[config.mk]
export PLATFORM = sky130hd
export DESIGN_NAME = multicycle_control_unit
export DESIGN_NICKNAME = d
export VERILOG_FILES = /design/src/rtl/mcu_pkg.sv /design/src/rtl/mcu_opcode_decode.sv /design/src/rtl/multicycle_control_unit.sv
export SDC_FILE = /design/constraint.sdc
export NUM_CORES = 1
export LEC_CHECK = 0
export ABC_AREA = 1
export CORE_MARGIN = 2
export CORE_UTILIZATION = 30
export DETAILED_ROUTE_END_ITERATION = 12
export GPL_TIMING_DRIVEN = 0
export PLACE_DENSITY = 0.57
export SLEW_MARGIN = 0
export SYNTH_ARGS = -nofsm -noshare
export SYNTH_HDL_FRONTEND = slang
export SYNTH_SLANG_ARGS = --single-unit
[constraint.sdc]
create_clock -name clk -period 1.4 [get_ports clk]
set_input_delay 0.28 -clock clk [delete_from_list [all_inputs] [get_ports clk]]
set_output_delay 0.28 -clock clk [all_outputs]
set_load 0.01 [all_outputs]
[src/rtl/mcu_pkg.sv]
// Shared types and constants for the multi-cycle control unit: FSM states, opcode values,
// ALU function encodings and instruction classes.
package mcu_pkg;

    typedef enum logic [2:0] {
        StFetch,
        StDecode,
        StExec,
        StMem,
        StWb
    } state_e;

    typedef enum logic [1:0] {
        ClsR,
        ClsLw,
        ClsSw,
        ClsIllegal
    } op_class_e;

    localparam int unsigned OP_ADD = 1;
    localparam int unsigned OP_SUB = 3;
    localparam int unsigned OP_AND = 5;
    localparam int unsigned OP_OR  = 7;
    localparam int unsigned OP_LW  = 4;
    localparam int unsigned OP_SW  = 2;

    localparam logic [1:0] ALUOP_AND = 2'd0;
    localparam logic [1:0] ALUOP_OR  = 2'd1;
    localparam logic [1:0] ALUOP_ADD = 2'd2;
    localparam logic [1:0] ALUOP_SUB = 2'd3;

endpackage

[src/rtl/mcu_opcode_decode.sv]
// Combinational opcode classifier: maps an opcode to its instruction class and ALU function.
module mcu_opcode_decode
    import mcu_pkg::*;
#(
    parameter int unsigned OPCODE_W = 6,
    parameter int unsigned ALUOP_W  = 2
) (
    input  logic [OPCODE_W-1:0] opcode,
    output logic [1:0]          op_class,
    output logic [ALUOP_W-1:0]  alu_op
);

    always_comb begin
        op_class = ClsIllegal;
        alu_op   = '0;
        case (opcode)
            OPCODE_W'(OP_ADD): begin op_class = ClsR;  alu_op = ALUOP_W'(ALUOP_ADD); end
            OPCODE_W'(OP_SUB): begin op_class = ClsR;  alu_op = ALUOP_W'(ALUOP_SUB); end
            OPCODE_W'(OP_AND): begin op_class = ClsR;  alu_op = ALUOP_W'(ALUOP_AND); end
            OPCODE_W'(OP_OR):  begin op_class = ClsR;  alu_op = ALUOP_W'(ALUOP_OR);  end
            OPCODE_W'(OP_LW):  begin op_class = ClsLw; alu_op = ALUOP_W'(ALUOP_ADD); end
            OPCODE_W'(OP_SW):  begin op_class = ClsSw; alu_op = ALUOP_W'(ALUOP_ADD); end
            default: ;
        endcase
    end

endmodule

[src/rtl/multicycle_control_unit.sv]
// Multi-cycle control FSM (FETCH/DECODE/EXEC/MEM/WB) with variable-latency memory handshake,
// memory timeout abort and illegal-opcode trap.
module multicycle_control_unit
    import mcu_pkg::*;
#(
    parameter int unsigned OPCODE_W    = 6,
    parameter int unsigned ALUOP_W     = 2,
    parameter int unsigned MEM_TIMEOUT = 15
) (
    input  logic                clk,
    input  logic                rst_n,
    input  logic [OPCODE_W-1:0] opcode,
    input  logic                opcode_valid,
    input  logic                mem_ready,
    output logic                ir_write,
    output logic                pc_write,
    output logic                reg_dst,
    output logic                alu_src,
    output logic [ALUOP_W-1:0]  alu_op,
    output logic                mem_read,
    output logic                mem_write,
    output logic                reg_write,
    output logic                mem_to_reg,
    output logic                illegal_op,
    output logic                mem_err,
    output logic                busy
);

    localparam int unsigned    CntW    = $clog2(MEM_TIMEOUT + 1);
    localparam logic [CntW-1:0] CntLast = CntW'(MEM_TIMEOUT - 1);

    state_e                state_q, state_d;
    logic [OPCODE_W-1:0]   opcode_q;
    logic [CntW-1:0]       cnt_q, cnt_d;
    logic [1:0]            op_class;
    logic [ALUOP_W-1:0]    dec_alu_op;

    mcu_opcode_decode #(
        .OPCODE_W (OPCODE_W),
        .ALUOP_W  (ALUOP_W)
    ) u_decode (
        .opcode   (opcode_q),
        .op_class (op_class),
        .alu_op   (dec_alu_op)
    );

    always_ff @(posedge clk or negedge rst_n) begin
        if (!rst_n) begin
            state_q  <= StFetch;
            opcode_q <= '0;
            cnt_q    <= '0;
        end else begin
            state_q <= state_d;
            cnt_q   <= cnt_d;
            if (state_q == StFetch && opcode_valid) begin
                opcode_q <= opcode;
            end
        end
    end

    always_comb begin
        state_d    = state_q;
        cnt_d      = cnt_q;
        ir_write   = 1'b0;
        pc_write   = 1'b0;
        reg_dst    = 1'b0;
        alu_src    = 1'b0;
        alu_op     = '0;
        mem_read   = 1'b0;
        mem_write  = 1'b0;
        reg_write  = 1'b0;
        mem_to_reg = 1'b0;
        illegal_op = 1'b0;
        mem_err    = 1'b0;
        busy       = (state_q != StFetch);

        case (state_q)
            StFetch: begin
                ir_write = opcode_valid;
                if (opcode_valid) state_d = StDecode;
            end
            StDecode: begin
                if (op_class == ClsIllegal) begin
                    illegal_op = 1'b1;
                    pc_write   = 1'b1;
                    state_d    = StFetch;
                end else begin
                    state_d = StExec;
                end
            end
            StExec: begin
                alu_op  = dec_alu_op;
                alu_src = (op_class != ClsR);
                reg_dst = (op_class == ClsR);
                if (op_class == ClsR) begin
                    state_d = StWb;
                end else begin
                    state_d = StMem;
                    cnt_d   = '0;
                end
            end
            StMem: begin
                alu_src   = 1'b1;
                alu_op    = ALUOP_W'(ALUOP_ADD);
                mem_read  = (op_class == ClsLw);
                mem_write = (op_class == ClsSw);
                // A ready on the timeout boundary cycle still completes normally.
                if (mem_ready) begin
                    if (op_class == ClsSw) begin
                        pc_write = 1'b1;
                        state_d  = StFetch;
                    end else begin
                        state_d = StWb;
                    end
                end else if (cnt_q == CntLast) begin
                    mem_err  = 1'b1;
                    pc_write = 1'b1;
                    state_d  = StFetch;
                end else begin
                    cnt_d = cnt_q + 1'b1;
                end
            end
            StWb: begin
                reg_write = 1'b1;
                pc_write  = 1'b1;
                if (op_class == ClsR) begin
                    reg_dst = 1'b1;
                    alu_op  = dec_alu_op;
                end else begin
                    mem_to_reg = 1'b1;
                end
                state_d = StFetch;
            end
            default: state_d = StFetch;
        endcase
    end

endmodule

Yosys cells after proc, flatten, opt, wreduce, memory -nomap -nowiden
Cells that the tools add are included.
{"block": "word_totals", "reg_bits": 13, "in_bits": 10, "out_inout_bits": 13}
{"block": "classes", "add_sub_neg": 1, "n_eq_ne": 19, "mux": 32, "reduce_logical": 10}
{"cell": "$eq A6 B3 Y1 const B", "count": 3}
{"cell": "$pmux W2 S3", "count": 3}
{"cell": "$mux W3", "count": 5}
{"cell": "$mux W1", "count": 14}
{"cell": "$eq A6 B2 Y1 const B", "count": 2}
{"cell": "$mux W4", "count": 3}
{"cell": "$pmux W3 S4", "count": 1}
{"cell": "$ne A2 B2 Y1 const B", "count": 4}
{"cell": "$pmux W4 S2", "count": 1}
{"cell": "$eq A3 B2 Y1 const B", "count": 2}
{"cell": "$eq A6 B1 Y1 const B", "count": 1}
{"cell": "$add A4 B1 Y4 const B", "count": 1}
{"cell": "$eq A2 B2 Y1 const B", "count": 2}
{"cell": "$eq A4 B4 Y1 const B", "count": 1}
{"cell": "$mux W2", "count": 2}
{"cell": "$pmux W1 S2", "count": 2}
{"cell": "$reduce_and A4 Y1", "count": 1}
{"cell": "$reduce_bool A2 Y1", "count": 2}
{"cell": "$reduce_or A4 Y1", "count": 1}
{"cell": "$eq A3 B1 Y1 const B", "count": 1}
{"cell": "$eq A3 B3 Y1 const B", "count": 1}
{"cell": "$logic_not A3 Y1", "count": 1}
{"cell": "$ne A3 B3 Y1 const B", "count": 1}
{"cell": "$pmux W1 S3", "count": 1}
{"cell": "6 further kinds", "count": 6}

Logic depth before layout (Yosys ltp)
Gate-level depths: netlist of run 1.
{"block": "logic_depth", "ltp_word": 7, "ltp_mapped": 7, "mapped_depth_nobuf": 7}

Hierarchy
Synthesis of run 1 repeated with hierarchy kept, for this count alone.
{"block": "hier_totals", "cells_unflattened": 126, "area_unflattened_um2": 862.1}
{"module": "multicycle_control_unit", "n_inst": 1, "cells_per_inst": 105, "area_each_um2": 769.5}
{"module": "mcu_opcode_decode", "n_inst": 1, "cells_per_inst": 21, "area_each_um2": 92.6}

Worst setup path before layout of run 1
Ideal clock, no wire load.
{"block": "synth_path", "path_type": "reg2out", "from": "register cnt_q[0]", "to": "output mem_err", "t_arrival_ns": 1.103, "required_ns": 1.120, "path_slack_ns": 0.017, "path_stages_with_launch": 5, "path_buffers": 0, "cell_sequence": "dfrtp_1 -> inv_1 -> ha_1 -> nand3_1 -> nor3_1"}
{"block": "synth_via", "elab_chain_len": 4}
{"item": "start: declaration", "line_no": "multicycle_control_unit.sv:34", "rtl": "logic [CntW-1:0] cnt_q, cnt_d;"}
{"item": "start signal: assignment", "line_no": "multicycle_control_unit.sv:54", "rtl": "cnt_q <= cnt_d;"}
{"item": "$eq A4 B4 Y1", "line_no": "multicycle_control_unit.sv:115", "rtl": "end else if (cnt_q == CntLast) begin"}
{"item": "$mux W1", "line_no": "multicycle_control_unit.sv:115"}
{"item": "$mux W1", "line_no": "multicycle_control_unit.sv:108", "rtl": "if (mem_ready) begin"}
{"item": "$mux W1", "line_no": "multicycle_control_unit.sv:77", "rtl": "case (state_q)"}
{"item": "end: declaration", "line_no": "multicycle_control_unit.sv:25", "rtl": "output logic mem_err,"}
Every way passes these cells.

Worst setup path in the final report of run 1
{"block": "layout_path", "from": "register opcode_q[5]", "to": "output pc_write"}
{"block": "layout_via", "elab_chain_len": 7}
{"item": "start: declaration", "line_no": "multicycle_control_unit.sv:33", "rtl": "logic [OPCODE_W-1:0] opcode_q;"}
{"item": "start signal: assignment", "line_no": "multicycle_control_unit.sv:56", "rtl": "opcode_q <= opcode;"}
{"item": "$eq A6 B3 Y1, or another cell as far along", "line_no": "mcu_opcode_decode.sv:16", "rtl": "case (opcode)"}
{"item": "$reduce_or A4 Y1 (no line)"}
{"item": "$pmux W2 S3 (*)", "line_no": "mcu_opcode_decode.sv:16"}
{"item": "$eq A2 B2 Y1", "line_no": "multicycle_control_unit.sv:109", "rtl": "if (op_class == ClsSw) begin"}
{"item": "$mux W1", "line_no": "multicycle_control_unit.sv:109"}
{"item": "$mux W1", "line_no": "multicycle_control_unit.sv:108"}
{"item": "$pmux W1 S3 (*)", "line_no": "multicycle_control_unit.sv:77"}
{"item": "end: declaration", "line_no": "multicycle_control_unit.sv:16", "rtl": "output logic pc_write,"}
Mark *: on every way between the ends. The rest lies on a longest branch, timed or not.

==> results_dict.tcl, run 1 <==
set metrics [dict create \
    outcome "finished, violations left" \
    violations "negative setup slack" \
    r2r_slack_ps 50 \
    gp_congestion 0.770 \
    root_buffer "clkbuf_4" \
    critPathRequiredTime_ps 1120 \
    drv_cap 0 \
    syn-num-nets 117 \
    grt_max_degree 14 \
    p_leak_nw 0.672 \
    synth_edf_count 0 \
    critPathLaunchType "flop" \
    io_buffers 22 \
    worst_pin_slew_ps 588 \
    setup_viol 13 \
    hold_buffers 0 \
    grt_util_all_layers_pct 13.5 \
    clk_pin_slew_ps 80 \
    cp_slowest_cell "dfrtp_1" \
    yosysTopAreaCell "dfrtp_1" \
    async_flop_share_pct 100 \
    ant_nets 0 \
    ios 23 \
    cts_buffer_depth 2 \
    routed_wl_um 2110 \
    fmax_mhz 589 \
    clock-sinks 13 \
    area_delta_synth_final_pct 73.3 \
    rr_startpoint "state_q[1]" \
    first_pass_iters 6 \
    first_iter_violations 7 \
    hold_path_class "in2async" \
    crit_family "simple AND/OR/NAND/NOR gates" \
    dp_hpwl_um 1260 \
    coreArea_mm2 0.00252 \
    syn_area_um2 820 \
    critical_path_class "reg2out" \
    seq_area_frac_synth_pct 39.7 \
    hold_violations 0 \
    yosysMostFrequentCell "nand2_1" \
    worst_slack_ps -297 \
    synth.avg_cell_area_um2 7.81 \
    skew_ps 6.93 \
    cts.htree.levels 1 \
    r2r_end "opcode_q[2]" \
    rows 18 \
    synthTopCellsByArea "dfrtp_1 40%, nand2_1 13%, nand3_1 7.3%" \
    synth_cells 105 \
    crit_path_end "pc_write" \
    max_stage_delay_ps 420 \
    vias_per_cell 4.76 \
    die_area_mm2 0.00317 \
    crit_buf_inv 2 \
    end_kind "output pin" \
    post-route-period-util_pct 121 \
    drc 0 \
    fillers 250 \
    design_area_mm2 0.00142 \
    clk_latency_ps 280 \
    placed_area_mm2 0.00108 \
    slew_headroom_pct 60.7 \
    ys_seq_elements 13 \
    p_per_area_mw_per_mm2 1660 \
    grt_pass1_vias 815 \
    drive_gt1_share_pct 52.0 \
    critical_path_depth 6 \
    synth_common_cells "28 x nand2_1, 13 x dfrtp_1, 12 x inv_1, 12 x nand3_1, 10 x nor2_1" \
    fp.dieH_um 56.3 \
    ys_warn_count 0 \
    vias 856 \
    dp_cells 157 \
    arrival_ps 1420 \
    synthDistinctLibCells 24 \
    rsz0062_at_grt "yes" \
    grt_overflow 0 \
    path_max_fanout 5 \
    nNetsFinal 163 \
    critPathLaunch "opcode_q[5]" \
    synth_ff_type "dfrtp_1" \
    cts_buffers 3 \
    netlist.area_leader.share_pct 39.7 \
    post-route-min-period_ps 1700 \
    die_w_um 56.3 \
    ir_drop_mv 1.09 \
    fin_cells 180 \
    crit_chain "nor2_4, buf_12, nand3_4, nand4_1, nand2_1, buf_2" \
    initial_core_util_pct 32.5 \
    cts_tree "done" \
    rr_worst_depth 7 \
    drv_slew 0 \
    grt_pass1_wl_um 3430 \
    diodes 0 \
    wl_per_cell_um 11.7 \
    antenna_found_initial 0 \
]
sequential cells by signal, indices dropped and copies added (netlist names):
signal / cells
cnt_q: 4
opcode_q: 6
state_q: 3
final cells by class:
class                      instances  area [µm²]  share of cell area [%]
inverter                          13        58.8                    4.14
timing repair buffer              41         374                    26.3
tap                               30        37.5                    2.64
sequential                        13         330                    23.3
multi-input combinational         78         581                    40.9
clock buffer                       3        22.5                    1.59
clock inverter                     1        5.00                   0.352
buffer                             1        11.3                   0.793
per-layer routing:
| layer | routed length [µm] | up-vias | track usage (%) |
|---|---|---|---|
| met4 | 21 | 0 | 7.14 |
| met3 | 82 | 2 | 2.30 |
| met1 | 954 | 400 | 16.6 |
| met2 | 1050 | 19 | 22.4 |
| li1 | - | 435 | - |
| met5 | 0 | - | 0 |
cells in the final DEF (no fill, tap or decap), types with 5 or more instances in the layout:
cell             Yosys  layout
buf_2                0       7
buf_4                0      11
buf_6                1      13
clkdlybuf4s50_1      0       9
dfrtp_1             13       9
inv_1               12       5
nand2_1             28      22
nand2_2              1       5
nand3_1             12       9
nand3_4              1       6
nor2_1              10       7
kinds of logic after synthesis:
| group | after synthesis | share of synthesized area [%] |
|---|---|---|
| adders and majority gates | 2 | 3.05 |
| AOI/OAI and AO/OA | 11 | 7.94 |
| and+or+nand+nor | 64 | 40.9 |
| DFF | 13 | 39.7 |
| buffers and inverters | 14 | 7.33 |
| xor gates and xnor gates | 1 | 1.07 |
worst min path at each step:
| stage | slack, ps | start | cells after the start | to |
|---|---|---|---|---|
| final | 370 | rst_n | 1 | opcode_q[1] |
| after global placement | 530 | opcode_q[4] | 2 | opcode_q[4] |
| after detailed placement | 530 | opcode_q[4] | 2 | opcode_q[4] |
| after floorplan | -20 | rst_n | 0 | cnt_q[0] |
| after CTS | 380 | rst_n | 1 | opcode_q[5] |
| after global routing | 390 | rst_n | 1 | opcode_q[2] |
power by group:
| group | switching (mW) | internal (mW) | leakage [nW] | total (mW) |
|---|---|---|---|---|
| registers | 0.180 | 0.510 | 0.163 | 0.690 |
| logic | 0.713 | 0.722 | 0.491 | 1.44 |
| clock network | 0.124 | 0.106 | 0.0177 | 0.230 |
per-stage QoR:
step	hold WS [ps]	utilization (%)	total power [mW]	setup TNS, ps	worst slack [ps]
floorplan	-15.6	-	1.17	0	17.1
global placement	526	42.7	1.49	-4220	-597
detailed placement	527	42.7	1.50	-4330	-600
CTS	384	49.5	2.03	-2930	-333
global route	389	56.3	2.53	-3880	-384
finish	369	56.3	2.36	-2980	-297
timing repair:
action	4_1_cts	5_1_grt
resized for setup	81	30
pin swaps	13	10
hold endpoints to repair	0	0
setup buffers	13	6
setup endpoints to repair	13	15
Note: power is estimated with default switching activity, not from simulation.
==> run 2, diff against run 1 <==
CTS_BUF_LIST = sky130_fd_sc_hd__clkbuf_4 sky130_fd_sc_hd__clkbuf_8   (was unset)
==> results of run 2 <==
Same layout as run 1: the final DEF is identical, and so are final timing and power.
==> run 3, diff against run 2 <==
CELL_PAD_IN_SITES_DETAIL_PLACEMENT = 1   (was unset)
CELL_PAD_IN_SITES_GLOBAL_PLACEMENT = 1   (was unset)
PLACE_DENSITY = 0.74   (was 0.57)
==> run 3 against run 2 <==
  * The flow still finishes with violations (negative setup slack)
  * Non-clock buffer count rose by 18
  * Critical path type unchanged
  * Register-to-register slack got worse by 120 ps
  * Design area increased by 13%
  * Hold slack improved by 3.5 ps
  * Routed wire length increased by 80%
  * Critical endpoint unchanged
  * Largest cell class unchanged
==> results_dict.tcl, run 3 (same netlist as run 1, synthesis figures left out) <==
set metrics [dict create \
    top_usage_layer "met2" \
    first_iter_violations 37 \
    clk_pin_slew_ps 100 \
    drive_gt1_share_pct 62.5 \
    largestRegisters "opcode_q x6, cnt_q x4, state_q x3" \
    slew_headroom_pct 58.4 \
    pre_cts_ws_ps -627 \
    ir_drop_mv 1.12 \
    antenna_found_initial 0 \
    gp_congestion 0.706 \
    utilization_pct 63.8 \
    cts_buffers 3 \
    coreArea_mm2 0.00252 \
    critical_path_class "reg2out" \
    cts_buffer_depth 2 \
    area_delta_synth_final_pct 96.3 \
    mostFrequentLayoutCells "22 x buf_6, 20 x nand2_1, 20 x buf_4" \
    fp.dieH_um 56.3 \
    initial_core_util_pct 32.5 \
    hold_violations 0 \
    die_w_um 56.3 \
    r2r_slack_ps -70 \
    top_register "opcode_q" \
    routed_wl_um 3780 \
    root_buffer "clkbuf_4" \
    grt_pass1_wl_um 4640 \
    rsz0062_at_grt "yes" \
    outcome "finished, violations left" \
    vias_per_cell 5.22 \
    area.sequential_um2 332 \
    clk_latency_ps 280 \
    setup_viol 18 \
    hold_buffers 0 \
    skew_ps 14.8 \
    violations "negative setup slack" \
    cts_tree "done" \
    hold_path_class "in2async" \
    ios 23 \
    p_per_area_mw_per_mm2 1780 \
    grt_pass1_vias 962 \
    grt_overflow 0 \
    drv_cap 0 \
    wl_per_cell_um 19.1 \
    arrival_ps 1590 \
    p_leak_nw 0.772 \
    die_area_mm2 0.00317 \
    rr_startpoint "opcode_q[5]" \
    fillers 303 \
    mostFrequentLayoutCell "buf_6" \
    vias 1034 \
    drc 0 \
    rows 18 \
    critPathLaunch "opcode_q[2]" \
    diodes 0 \
    grt_util_all_layers_pct 18.8 \
    dp_hpwl_um 1540 \
    drv_slew 0 \
    grt_max_degree 14 \
    path_max_fanout 4 \
    post-route-period-util_pct 134 \
    grtUsageMet3_pct 3.00 \
    clock-sinks 13 \
    end_kind "output pin" \
    holdWs_ps 373 \
    worst_slack_ps -473 \
    critPathLaunchType "flop" \
    fmax_mhz 534 \
    worst_pin_slew_ps 622 \
    first_pass_iters 4 \
    cts.htree.levels 1 \
    ant_nets 0 \
    post-route-min-period_ps 1870 \
    largest_reg_flops 6 \
    critPathRequiredTime_ps 1120 \
    nNetsFinal 181 \
    io_buffers 22 \
    grt_util_met2_pct 35.6 \
    finalPower_mw 2.86 \
    multi_input_area_um2 611 \
    gr-usage-met1_pct 20.5 \
]
-- run 3: cell count changes in the layout (fill, tap and decap cells not counted), sizes merged --
cell,before,now
clkdlybuf4s15,1,0
buf,32,51
-- run 3: power by group --
group / total (mW) / leakage, nW / internal (mW) / switching, mW
combinational: 1.91 / 0.593 / 0.947 / 0.960
sequential: 0.709 / 0.162 / 0.512 / 0.197
clock: 0.240 / 0.0177 / 0.106 / 0.134
total: 2.86 / 0.772 / 1.57 / 1.29
-- run 3: final timing paths --
check,endpoint,cells after the start
worst min register to register,opcode_q[0],2
worst max-delay path,pc_write,7
worst max register to register,cnt_q[1],9
min in group clk,opcode_q[0],3
max in group asynchronous,cnt_q[0],1
worst min-delay path,opcode_q[0],1
-- run 3: cell type report --
class                   instances  share of cell area [%]
plain buffers                   1                   0.700
clock buffers                   3                    1.40
clock inverters                 1                   0.311
inverters                      13                    3.65
multi-input cells              78                    37.9
flip-flops and latches         13                    20.6
well taps                      30                    2.33
repair buffers                 59                    33.0
-- run 3: worst max-delay path, cell delays in order (launching register included) --
cell and delay (ps):
dfrtp_1 400, inv_1 90, nor2_1 230, nand3_4 140
nand4_1 140, buf_4 130, nand2_1 40, buf_2 140
-- run 3: what timing repair did --
action,CTS,global route
endpoints found under the setup margin,13,15
buffers inserted,23,15
pin swaps,12,13
resized for setup,87,48
cloned,0,1
-- run 3: metal layers --
| layer | wire (µm) | up-vias | part of all wire [%] |
|---|---|---|---|
| met4 | 62 | 0 | 1.6 |
| met2 | 2100 | 33 | 56 |
| li1 | - | 471 | - |
| met5 | 0 | - | 0 |
| met1 | 1460 | 524 | 39 |
| met3 | 156 | 6 | 4.1 |
-- run 3: per-stage QoR --
| step | cells | area (µm²) | setup TNS, ps |
|---|---|---|---|
| floorplan | 105 | 820 | 0 |
| global route | 198 | 1610 | -6020 |
| global placement | 157 | 1080 | -4220 |
| CTS | 184 | 1370 | -3560 |
| detailed placement | 157 | 1080 | -4490 |
| finish | 198 | 1610 | -4540 |
